<file path="config.mk">
export PLATFORM = sky130hd
export DESIGN_NAME = shift_operand_stage
export DESIGN_NICKNAME = d
export VERILOG_FILES = /design/src/rtl/shift_operand_stage.sv
export SDC_FILE = /design/constraint.sdc
export NUM_CORES = 1
export LEC_CHECK = 0
export ABC_AREA = 1
export BUFFER_PORTS_ARGS = -buffer_cell sky130_fd_sc_hd__buf_4
export CAP_MARGIN = 10
export CORE_MARGIN = 2
export CORE_UTILIZATION = 40
export DETAILED_ROUTE_END_ITERATION = 6
export PLACE_DENSITY = 0.77
export SYNTH_ARGS = -nofsm -noshare
export SYNTH_HDL_FRONTEND = slang
export SYNTH_SLANG_ARGS = --single-unit
</file>
<file path="constraint.sdc">
create_clock -name clk -period 1.6 [get_ports clk]
set_clock_uncertainty 0.2 [all_clocks]
set_input_delay 0.24 -clock clk [delete_from_list [all_inputs] [get_ports clk]]
set_output_delay 0.24 -clock clk [all_outputs]
set_load 0.05 [all_outputs]
</file>
<file path="src/rtl/shift_operand_stage.sv">
// shift_operand_stage
//   Two-entry operand stage in front of the 16-bit barrel rotator.
//   S1 reads the operands, with forwarding, and registers the rotator
//   inputs. S2 captures the rotator result and presents it to writeback.
//   A rotate-right is turned into the equivalent rotate-left amount.
//
// Ports
//   clk, rst              clock, asynchronous active-high reset
//   in_valid/in_ready     decode handshake
//   in_op                 00 ROL reg, 01 ROR reg, 10 ROL imm, 11 ROR imm
//   in_rd/in_rs/in_rt     destination, data source, amount source
//   in_imm                immediate rotate amount
//   rf_raddr_a/b          register file read addresses (in_rs / in_rt)
//   rf_rdata_a/b          register file read data, same cycle
//   wb_valid/addr/data    writeback bus, used for forwarding
//   rot_din/rot_amount    registered rotator inputs
//   rot_dout              rotator result (combinational)
//   out_valid/out_ready   result handshake to writeback
//   out_rd/out_data       presented destination and result
module shift_operand_stage #(
  parameter int RA_W = 3
) (
  input  logic            clk,
  input  logic            rst,
  input  logic            in_valid,
  output logic            in_ready,
  input  logic [1:0]      in_op,
  input  logic [RA_W-1:0] in_rd,
  input  logic [RA_W-1:0] in_rs,
  input  logic [RA_W-1:0] in_rt,
  input  logic [3:0]      in_imm,
  output logic [RA_W-1:0] rf_raddr_a,
  output logic [RA_W-1:0] rf_raddr_b,
  input  logic [15:0]     rf_rdata_a,
  input  logic [15:0]     rf_rdata_b,
  input  logic            wb_valid,
  input  logic [RA_W-1:0] wb_addr,
  input  logic [15:0]     wb_data,
  output logic [15:0]     rot_din,
  output logic [15:0]     rot_amount,
  input  logic [15:0]     rot_dout,
  output logic            out_valid,
  input  logic            out_ready,
  output logic [RA_W-1:0] out_rd,
  output logic [15:0]     out_data
);

  logic            s1_valid;
  logic [RA_W-1:0] s1_rd;

  logic            s2_free;
  logic            s1_adv;
  logic            hazard;
  logic            accept;
  logic [15:0]     rs_val;
  logic [15:0]     rt_val;
  logic [3:0]      raw_k;
  logic [3:0]      rol_k;

  assign rf_raddr_a = in_rs;
  assign rf_raddr_b = in_rt;

  assign s2_free  = !out_valid || out_ready;
  assign s1_adv   = s1_valid && s2_free;
  // The S1 entry has no result yet, so a consumer of it must wait until
  // it reaches S2, even when S1 is advancing this very cycle.
  assign hazard   = s1_valid &&
                    ((s1_rd == in_rs) || (!in_op[1] && (s1_rd == in_rt)));
  assign in_ready = (!s1_valid || s1_adv) && !hazard;
  assign accept   = in_valid && in_ready;

  // Operand select: S2 result first, then the writeback bus, then the RF.
  always_comb begin
    rs_val = rf_rdata_a;
    if (out_valid && (out_rd == in_rs))
      rs_val = out_data;
    else if (wb_valid && (wb_addr == in_rs))
      rs_val = wb_data;

    rt_val = rf_rdata_b;
    if (out_valid && (out_rd == in_rt))
      rt_val = out_data;
    else if (wb_valid && (wb_addr == in_rt))
      rt_val = wb_data;
  end

  // Rotate right by k equals rotate left by (16 - k) mod 16.
  always_comb begin
    raw_k = in_op[1] ? in_imm : rt_val[3:0];
    rol_k = raw_k;
    if (in_op[0])
      rol_k = ~raw_k + 4'd1;
  end

  always_ff @(posedge clk or posedge rst) begin
    if (rst) begin
      s1_valid   <= 1'b0;
      rot_din    <= '0;
      rot_amount <= '0;
      s1_rd      <= '0;
    end else if (accept) begin
      s1_valid   <= 1'b1;
      rot_din    <= rs_val;
      rot_amount <= {12'b0, rol_k};
      s1_rd      <= in_rd;
    end else if (s1_adv) begin
      s1_valid   <= 1'b0;
    end
  end

  always_ff @(posedge clk or posedge rst) begin
    if (rst) begin
      out_valid <= 1'b0;
      out_data  <= '0;
      out_rd    <= '0;
    end else if (s1_adv) begin
      out_valid <= 1'b1;
      out_data  <= rot_dout;
      out_rd    <= s1_rd;
    end else if (out_ready) begin
      out_valid <= 1'b0;
    end
  end

endmodule

</file>
## Yosys cells after proc, flatten, opt, wreduce, memory -nomap -nowiden

Cells that the tools add are included.

- Register bits: 44
- Latch bits: 0
- Bits in writable memories: 0
- Memory bits (read-only): 0
- Output and inout bits: 59
- Memories: 0

- Add/subtract/negate cells: 1
- Multipliers: 0
- Div/mod/pow operators: 0
- $lt $le $gt $ge: 0
- Eq/ne operators: 6
- Shifts and indexed selects: 0
- Muxes and demuxes: 10
- Bitwise operators: 1
- Reductions and logical operators: 18

Operator list:

| operator | count |
|---|---|
| 16-bit two-way mux | 2 |
| 3-bit == test | 6 |
| 4-bit two-way mux | 4 |
| 1-bit logical AND | 9 |
| 4-bit by 1-bit adder with 4-bit output (second input constant) | 1 |
| 1-bit logical NOT | 4 |
| 1-bit two-way mux | 4 |
| 4-bit inverter | 1 |
| 2-bit nonzero test | 2 |
| 1-bit logical OR | 3 |

## Longest topological paths before layout

Gate-level depths: netlist of the first run.

- Depth in word-level cells: 8
- Gate-level depth with buffers: 14
- Depth with buffers taken out: 14

## Worst setup path before layout of the first run

Ideal clock, no wire load.

- Kind: register to register
- Start point: register out_valid
- End point: register rot_din[2]
- Setup time: 124 ps
- Arrival time: 1,918 ps
- Data required time: 1,276 ps
- Setup slack: -642 ps
- Stages on the path, launching flop included: 11
- Buffers on the path: 1
- Period minus slack after synthesis: 2,242 ps
- Cells stage by stage: dfrtp_1 -> inv_1 -> nor2_1 -> inv_1 -> nand3_1 -> nand2_1 -> nand2_2 -> inv_2 -> buf_4 -> o211ai_1 -> nand2_1

- Word-level cells in the longest chain between the ends: 6

RTL lines:

| what | line | RTL |
|---|---|---|
| from (decl) | 42 | `output logic out_valid,` |
| from (signal assigned) | 113 | `out_valid <= 1'b0;` |
| from (signal assigned) | 117 | `out_valid <= 1'b1;` |
| from (signal assigned) | 121 | `out_valid <= 1'b0;` |
| 1-bit logical NOT | 63 | `assign s2_free = !out_valid \|\| out_ready;` |
| 1-bit logical OR | 63 |  |
| 1-bit logical AND | 64 | `assign s1_adv = s1_valid && s2_free;` |
| 1-bit logical OR | 69 | `assign in_ready = (!s1_valid \|\| s1_adv) && !hazard;` |
| 1-bit logical AND | 69 |  |
| net in_ready | 26 | `output logic in_ready,` |
| 1-bit logical AND | 70 | `assign accept = in_valid && in_ready;` |
| to (signal assigned) | 103 | `rot_din <= rs_val;` |
| to (decl) | 39 | `output logic [15:0] rot_din,` |

The timed path passes the listed nets, and every way through them passes these cells.
A chain may end at the register's enable or synchronous reset.

## Worst setup path after layout of the first run

- Start point: register out_rd[1]
- End point: register rot_din[2]

- Word-level cells in the longest chain between the ends: 3

RTL lines:

| what | line | RTL |
|---|---|---|
| from (decl) | 44 | `output logic [RA_W-1:0] out_rd,` |
| from (signal assigned) | 119 | `out_rd <= s1_rd;` |
| 3-bit == test | 75 | `if (out_valid && (out_rd == in_rs))` |
| 1-bit logical AND | 75 |  |
| 16-bit two-way mux | 75 |  |

Every way passes these cells.

==> results.cfg, run 1 <==
[placed_design]
routabilityCongestion = 0.911
dp.cells = 532
dpl_cell_area_mm2 = 0.00383
dpl.hpwl_mm = 5.73
pre_cts_slack_ps = -304
port_buffers = 121

[floorplanning]
die_w_um = 85.4
io_pins = 146
die_area_mm2 = 0.00729
coreArea_mm2 = 0.00639
fp.dieH_um = 85.4
fp-row-count = 29
start_util_pct = 41.5

[sta]
drv_slew = 0
hold_violations = 0
finalCritPeriodShare_pct = 120
fin_crit_ps = 1920
fmax_mhz = 521
finalWorstSetupSlack_ps = -318
rsz0062_at_grt = true
tns_ps = -6690
setup_viol = 26

[logic_synthesis]
synth_most_common_cell = nand2_1
yosys-top-cells-count = nand2_1, dfrtp_1, inv_1
syn_inst = 321
ys_seq_area_share_pct = 41.6
synth_edf_count = 0
yosys.area.top_type = dfrtp_1
ys_types = 32
ys_async_sr_fraction_pct = 100
synth_area_leaders = dfrtp_1, nand2_1, mux2_2, buf_4, mux2i_1
synth.avg_cell_area_um2 = 8.25
synth_top_area_share_pct = 41.6
synth-seq-cells = 44
synth_warnings = 0
synth_flop_cell = dfrtp_1
syn_area_mm2 = 0.00265

[routing]
drt.antenna.violating_nets = 0
drc = 0
vias_per_cell = 4.93
drtIter0Drc = 136
totalWireLength_mm = 9.00
vias = 2823
dr.pass1.iters = 4
wl_per_cell_um = 15.7

[worst_setup_path]
slowest_delay_ps = 450
slowest_stage = dfrtp_2
end_kind = flop
r2r-start = out_rd[1]
worst_ep_required_time_ps = 1580
path_delay_family = buffers and inverters
critical_path.startpoint_type = flop
critical_path_buf_inv_count = 3
crit_start = out_rd[1]
ff2ff_setup_slack_ps = -320
path_max_fanout = 8
path_cells = buf_4 -> xor2_2 -> nor4_4 -> buf_6 -> clkbuf_16 -> nand2_2 -> o211ai_1 -> nand2_1
crit_type = reg2reg
cp.arrival_ps = 1900

[clocking]
cts_sinks = 44
htree_levels = 2
clk_latency_ps = 290
clock-root-buffer = clkbuf_8
clk_pin_slew_ps = 80
tritoncts = done
cts_made_buffers = 5
clock_path_buffers = 2

[run_status]
status = finished with violations
violations = setup timing

[finish]
final_area_mm2 = 0.00448
final_nets = 583
num_antenna_cells = 0
fill_cells = 492
syn2layout_area_growth_pct = 69.4
fin_cells = 573
layout-drive-gt1-share_pct = 48.2

[grt]
grt_overflow = 0
grt_max_degree = 33
grt_antenna_before_repair = 0
grt_pass1_wl_mm = 12.8
grt_pass1_vias = 2683
grtUsageTotal_pct = 22.0

[power]
vdd_drop_max_uv = 1100
power_leakage_nw = 2.41
p_total_mw = 7.41
cellPowerDensity_mw_per_mm2 = 1650

[min_path]
min_path_type = in2reg
hold_start = rot_dout[2]

[run]
drv_cap = 0
logic make-up (layout without fill, tap and decap cells):
family | after synthesis | after routing | share of synthesized area [%]
simple gates | 143 | 143 | 23.3
buf+inv | 56 | 220 | 11.4
flops | 44 | 44 | 41.6
compound gates | 36 | 36 | 7.85
mux | 29 | 29 | 11.6
xor+xnor | 11 | 11 | 3.64
fa+ha+maj | 1 | 1 | 0.473
other cells | 1 | 12 | 0.142
routing by layer:
metal  global-route usage [%]  vias up  routed length (um)
li1                         -     1344                   -
met1                     27.6     1328                3550
met2                     38.2      135                4460
met3                     6.03       16                 826
met4                     4.04        0                 166
met5                        0        -                   0
state kept, by name, indices dropped and copies added, names as in the netlist:
register,flops
out_valid,1
s1_rd,3
out_rd,3
rot_amount,4
rot_din,16
out_data,16
s1_valid,1
final timing paths:
path / to / cells after the start
max in group asynchronous: out_data[11] / 4
hold / removal: out_data[2] / 3
setup / recovery: rot_din[2] / 8
min in group asynchronous: rot_din[3] / 3
hold reg to reg: rot_din[15] / 2
setup reg to reg: rot_din[2] / 8
power breakdown:
part,switching (mW),internal (mW),total (mW)
Clock,0.376,0.551,0.928
Combinational,2.82,1.75,4.57
Sequential,0.361,1.55,1.91
Total,3.56,3.85,7.41
cell usage in the layout, fill, tap and decap left out, types with 6 or more instances in the layout:
master and instances:
inv_2 9, nor2_1 10, dlygate4sd3_1 18, xnor2_1 7, clkbuf_8 7, nand2_1 92
nand2_2 14, mux2_2 14, o21ai_0 10, nand3_1 10, conb_1 12, buf_4 147
clkbuf_16 6, mux2i_1 15, o21ai_1 12, buf_6 6, inv_1 17, dfrtp_1 40
buf_12 6
worst reg2reg max path, cell delays in order, from the launching register on:
cell and delay, ps:
dfrtp_2 450, buf_4 160, xor2_2 190, nor4_4 260
buf_6 190, clkbuf_16 160, nand2_2 50, o211ai_1 100
nand2_1 70
through the flow:
| stage | hold WS (ps) | utilization [%] |
|---|---|---|
| after CTS | 11.3 | 65.2 |
| after global placement | 39.1 | 60.0 |
| after detailed placement | 40.6 | 60.0 |
| after global routing | 14.9 | 70.2 |
| final | 15.1 | 70.2 |
| after floorplan | 150 | - |
final cells by class:
type	instances	area, um2	share of cell area (%)
clock inverter	1	30.0	0.670
sequential	44	1110	24.7
inverter	27	109	2.43
clock buffer	7	96.3	2.15
timing repair buffer	185	1650	36.8
multi-input combinational	232	1400	31.1
tap	77	96.3	2.15
repair_timing:
| item | 4_1_cts | 5_1_grt |
|---|---|---|
| pin swaps | 4 | 15 |
| resized for setup | 8 | 40 |
| cloned | 0 | 8 |
| setup endpoints to repair | 25 | 39 |
| hold buffers | 18 | 0 |
| endpoints found under the hold margin | 30 | 0 |
| setup buffers | 1 | 6 |
Note: power is estimated with default switching activity, not from simulation.
==> inputs of run 2 (changes only) <==
- CELL_PAD_IN_SITES_DETAIL_PLACEMENT: default -> 1
- CELL_PAD_IN_SITES_GLOBAL_PLACEMENT: default -> 2
- CORE_UTILIZATION: 40 -> 21
- PLACE_DENSITY: 0.77 -> 0.76
==> results.cfg, run 2 (same netlist as run 1, synthesis figures left out) <==
[worst_setup_path]
critical_path.startpoint_type = flop
path_delay_family = flip-flops
r2r-start = out_rd[2]
slowest_stage = dfrtp_1
path_max_fanout = 3
end_kind = primary output
cp.arrival_ps = 1490
path_cells = xnor2_1 -> o2111ai_2 -> nand3_2 -> nand2_4 -> buf_6 -> buf_8
worst_ep_required_time_ps = 1160
crit_start = s1_rd[2]
crit_type = reg2out
slowest_delay_ps = 420
critical_path_buf_inv_count = 2

[grt]
grt_overflow = 0
grtUsageTotal_pct = 15.2
grt_max_degree = 31
grt_pass1_wl_mm = 15.6
grt_pass1_vias = 3043
grt_antenna_before_repair = 0

[finish]
layout_commonest_cell = buf_4
final_nets = 596
fin_cells = 681
syn2layout_area_growth_pct = 86.9
layout_common_cells = buf_4, nand2_1, dfrtp_1
final_core_util_pct = 39.7
top_regs = out_data: 16 flops, rot_din: 16 flops, rot_amount: 4 flops
layout-drive-gt1-share_pct = 57.8
num_antenna_cells = 0

[power]
power_leakage_nw = 2.56
cellPowerDensity_mw_per_mm2 = 1620
vdd_drop_max_uv = 632

[routing]
drtIter0Drc = 45
totalWireLength_mm = 10.2
dr.pass1.iters = 4
drt.antenna.violating_nets = 0
vias = 2805
drc = 0
wl_per_cell_um = 15.0
vias_per_cell = 4.12

[placed_design]
dp.cells = 635
routabilityCongestion = 0.807
port_buffers = 121
dpl.hpwl_mm = 7.18

[floorplanning]
coreArea_mm2 = 0.0125
fp-row-count = 41
die_w_um = 116
start_util_pct = 21.2
fp.dieH_um = 116
die_area_mm2 = 0.0135
io_pins = 146

[sta]
fmax_mhz = 519
finalCritPeriodShare_pct = 120
setup_viol = 26
hold_violations = 0
drv_slew = 0
finalWorstSetupSlack_ps = -325
fin_crit_ps = 1930
rsz0062_at_grt = true

[clocking]
clock_path_buffers = 2
clock-root-buffer = clkbuf_16
tritoncts = done
cts_made_buffers = 5
cts_sinks = 44
htree_levels = 2
clk_latency_ps = 280
clk_pin_slew_ps = 60

[run]
drv_cap = 0

[min_path]
hold_start = rot_dout[2]
min_path_type = in2reg

[run_status]
status = finished with violations
violations = setup timing
run 2: changes by cell type in the layout (fill, tap and decap cells not counted), sizes merged:
| cell | previous run | this run |
|---|---|---|
| buf | 161 | 179 |
| clkbuf | 13 | 9 |
| bufinv | 1 | 0 |
| clkinv | 0 | 1 |
| inv | 27 | 26 |
run 2: worst paths after layout:
check                                 to  slack [ps]  depth (start not counted)
min                          out_data[2]          20                          3
min in group asynchronous    rot_din[10]         290                          3
max in group asynchronous      out_rd[1]         400                          4
min reg2reg                  rot_din[13]         280                          2
max reg2reg                rot_amount[2]        -300                         12
max                             in_ready        -330                          6
run 2: what timing repair did:
item | CTS | global route
endpoints found under the setup margin | 27 | 44
hold buffers | 18 | 0
gates cloned | 6 | 1
buffers inserted | 8 | 8
hold endpoints to repair | 31 | 0
resized for setup | 65 | 72
pin swaps | 26 | 34
run 2: final cells by class:
class                           count  area (um2)
Clock buffer                        8         146
Fill cell                        1467        7520
Inverter                           27         114
Multi-Input combinational cell    232        1610
Sequential cell                    44        1110
Tap cell                          172         215
Timing Repair Buffer              198        1760
run 2: power breakdown:
group	leakage, nW	switching, mW	internal [mW]
clock	0.0712	0.418	0.623
sequential	0.523	0.351	1.56
combinational	1.97	3.07	1.99
run 2: metrics by stage:
| step | cell area [um2] | TNS (ps) | hold WS (ps) | setup slack [ps] | power [mW] |
|---|---|---|---|---|---|
| floorplan | 2730 | -6250 | 150 | -309 | 4.51 |
| global placement | 3980 | -6040 | 50.2 | -287 | 6.02 |
| detailed placement | 3980 | -6250 | 52.9 | -313 | 6.07 |
| CTS | 4680 | -6200 | 5.86 | -345 | 7.78 |
| global route | 4950 | -9360 | 18.8 | -416 | 8.48 |
| finish | 4950 | -6140 | 16.6 | -325 | 8.01 |
run 2: layer usage:
metal / global-route usage, % / share of wire [%]
met1: 17.5 / 40
met3: 3.94 / 6.8
met2: 27.7 / 52
met5: 0 / 0
met4: 4.52 / 1.4
run 2: worst register-to-register path, stage by stage (launching register included):
cell and delay, ps:
dfrtp_2 430, inv_2 70, nand2_2 50, nand2_2 70, nor2_4 50, buf_4 130
nand2_4 90, nand3_2 100, a21boi_4 180, ha_4 150, nor2_2 30, xor2_1 150
o21ai_1 80
==> inputs of run 3 (changes only) <==
- RECOVER_POWER: default -> 100
==> results.cfg, run 3 (same netlist as run 1, synthesis figures left out) <==
[clocking]
cts_made_buffers = 5
clock_path_buffers = 2
tritoncts = done
clk_pin_slew_ps = 60
clock-root-buffer = clkbuf_16
htree_levels = 2
clk_latency_ps = 280
cts_sinks = 44

[routing]
drtIter0Drc = 41
vias = 2798
totalWireLength_mm = 10.2
wl_per_cell_um = 15.0
vias_per_cell = 4.11
dr.pass1.iters = 4
drc = 0
drt.antenna.violating_nets = 0

[worst_setup_path]
reg2reg_to = rot_amount[1]
crit_type = reg2out
end_kind = primary output
critical_path.startpoint_type = flop
r2r_cells = 11
r2r-start = out_rd[2]
cp.arrival_ps = 1480
path_max_fanout = 3
slowest_stage = dfrtp_1
path_cells = inv_2 -> nor2_2 -> nor2_1 -> o2111ai_2 -> nand3_2 -> nand2_4 -> buf_6 -> buf_8
slowest_delay_ps = 420
worst_ep_required_time_ps = 1160
ff2ff_setup_slack_ps = -300

[placed_design]
port_buffers = 121
dp.cells = 635
dpl.hpwl_mm = 7.18
routabilityCongestion = 0.807

[run_status]
violations = setup timing
status = finished with violations

[grt]
met1_usage_pct = 17.5
grt_max_degree = 31
grt_pass1_vias = 3043
gr-usage-met2_pct = 27.7
busiest_layer = met2
grt_antenna_before_repair = 0
grt_overflow = 0
grt_pass1_wl_mm = 15.6
grtUsageTotal_pct = 15.2
gr-usage-met3_pct = 3.94

[sta]
hold_violations = 0
rsz0062_at_grt = true
setup_viol = 42
slew_headroom_pct = 54.6
drv_slew = 0
tightest_slew_ps = 680
finalWorstSetupSlack_ps = -316
fin_crit_ps = 1920
finalCritPeriodShare_pct = 120
fmax_mhz = 522

[run]
drv_cap = 0

[min_path]
whs_path_depth = 3
hold_end = out_data[2]
hold_start = rot_dout[2]
min_path_type = in2reg

[power]
cellPowerDensity_mw_per_mm2 = 1600
clockPowerShare_pct = 13.5
power_frac_comb_pct = 62.0
seqPwrFrac_pct = 24.5
power_leakage_nw = 2.52
switching_power_mw = 3.82
power.internal_mw = 3.92
swShare_pct = 49.4
vdd_drop_max_uv = 601
p_total_mw = 7.75

[finish]
final_nets = 596
num_antenna_cells = 0
layout_common_cells = buf_4, nand2_1, dfrtp_1
fin_cells = 681
syn2layout_area_growth_pct = 82.3
layout_commonest_cell = buf_4
layout-drive-gt1-share_pct = 56.2
top_regs = out_data: 16 flops, rot_din: 16 flops, rot_amount: 4 flops

[floorplanning]
die_area_mm2 = 0.0135
fp-row-count = 41
start_util_pct = 21.2
io_pins = 146
fp.dieH_um = 116
coreArea_mm2 = 0.0125
die_w_um = 116
==> run 3: through the flow <==
stage,hold slack (ps),setup TNS [ps],setup slack (ps),util [%],area (um2)
floorplan,150,-6250,-309,-,2730
global placement,50.2,-6040,-287,31.9,3980
detailed placement,52.9,-6250,-313,31.9,3980
CTS,5.86,-6200,-345,37.5,4680
global route,18.8,-10150,-416,38.7,4830
finish,15.6,-6210,-316,38.7,4830
==> run 3: repair_timing <==
| action | in CTS | in global routing |
|---|---|---|
| endpoints found under the hold margin | 31 | 0 |
| setup buffers | 8 | 8 |
| setup endpoints to repair | 27 | 44 |
| hold buffers | 18 | 0 |
| gates cloned | 6 | 1 |
| gates resized for setup | 65 | 72 |
| pin swaps | 26 | 34 |
==> run 3: cell type report <==
| class | instances | area (um2) |
|---|---|---|
| repair buffers | 198 | 1640 |
| multi-input cells | 232 | 1610 |
| inverters | 27 | 114 |
| well taps | 172 | 215 |
| fillers | 1476 | 7640 |
| clock buffers | 8 | 146 |
| flip-flops and latches | 44 | 1110 |
==> run 3: layer usage <==
layer  share of wire [%]  routed length [um]  vias to the layer above
li1                    -                   -                     1370
met1                  40                4120                     1324
met2                  51                5240                       94
met3                 6.7                 680                       10
met4                 1.4                 144                        0
met5                   0                   0                        -
==> run 3: critical path: cells and delay by family (launching register included) <==
family          cells  cell delay (ps)
flops               1              420
buf+inv             3              340
simple gates        4              330
compound gates      1              120
==> run 3: worst max-delay path by stage <==
| stage | cells past startpoint | from | endpoint | slack [ps] |
|---|---|---|---|---|
| floorplan | 11 | out_rd[2] | rot_amount[1] | -310 |
| global placement | 7 | out_rd[1] | rot_din[11] | -290 |
| detailed placement | 9 | wb_addr[0] | rot_din[1] | -310 |
| CTS | 7 | s1_rd[0] | in_ready | -340 |
| global route | 8 | s1_rd[0] | in_ready | -420 |
| finish | 8 | s1_rd[0] | in_ready | -320 |
==> run 3: power by group through the flow <==
stage	Clock [mW]	Sequential, mW	Combinational (mW)
after floorplan	0	3.31	1.20
after global placement	0	1.88	4.14
after detailed placement	0	1.90	4.17
after CTS	1.09	1.90	4.78
after global routing	1.13	1.97	5.11
final	1.04	1.90	4.80
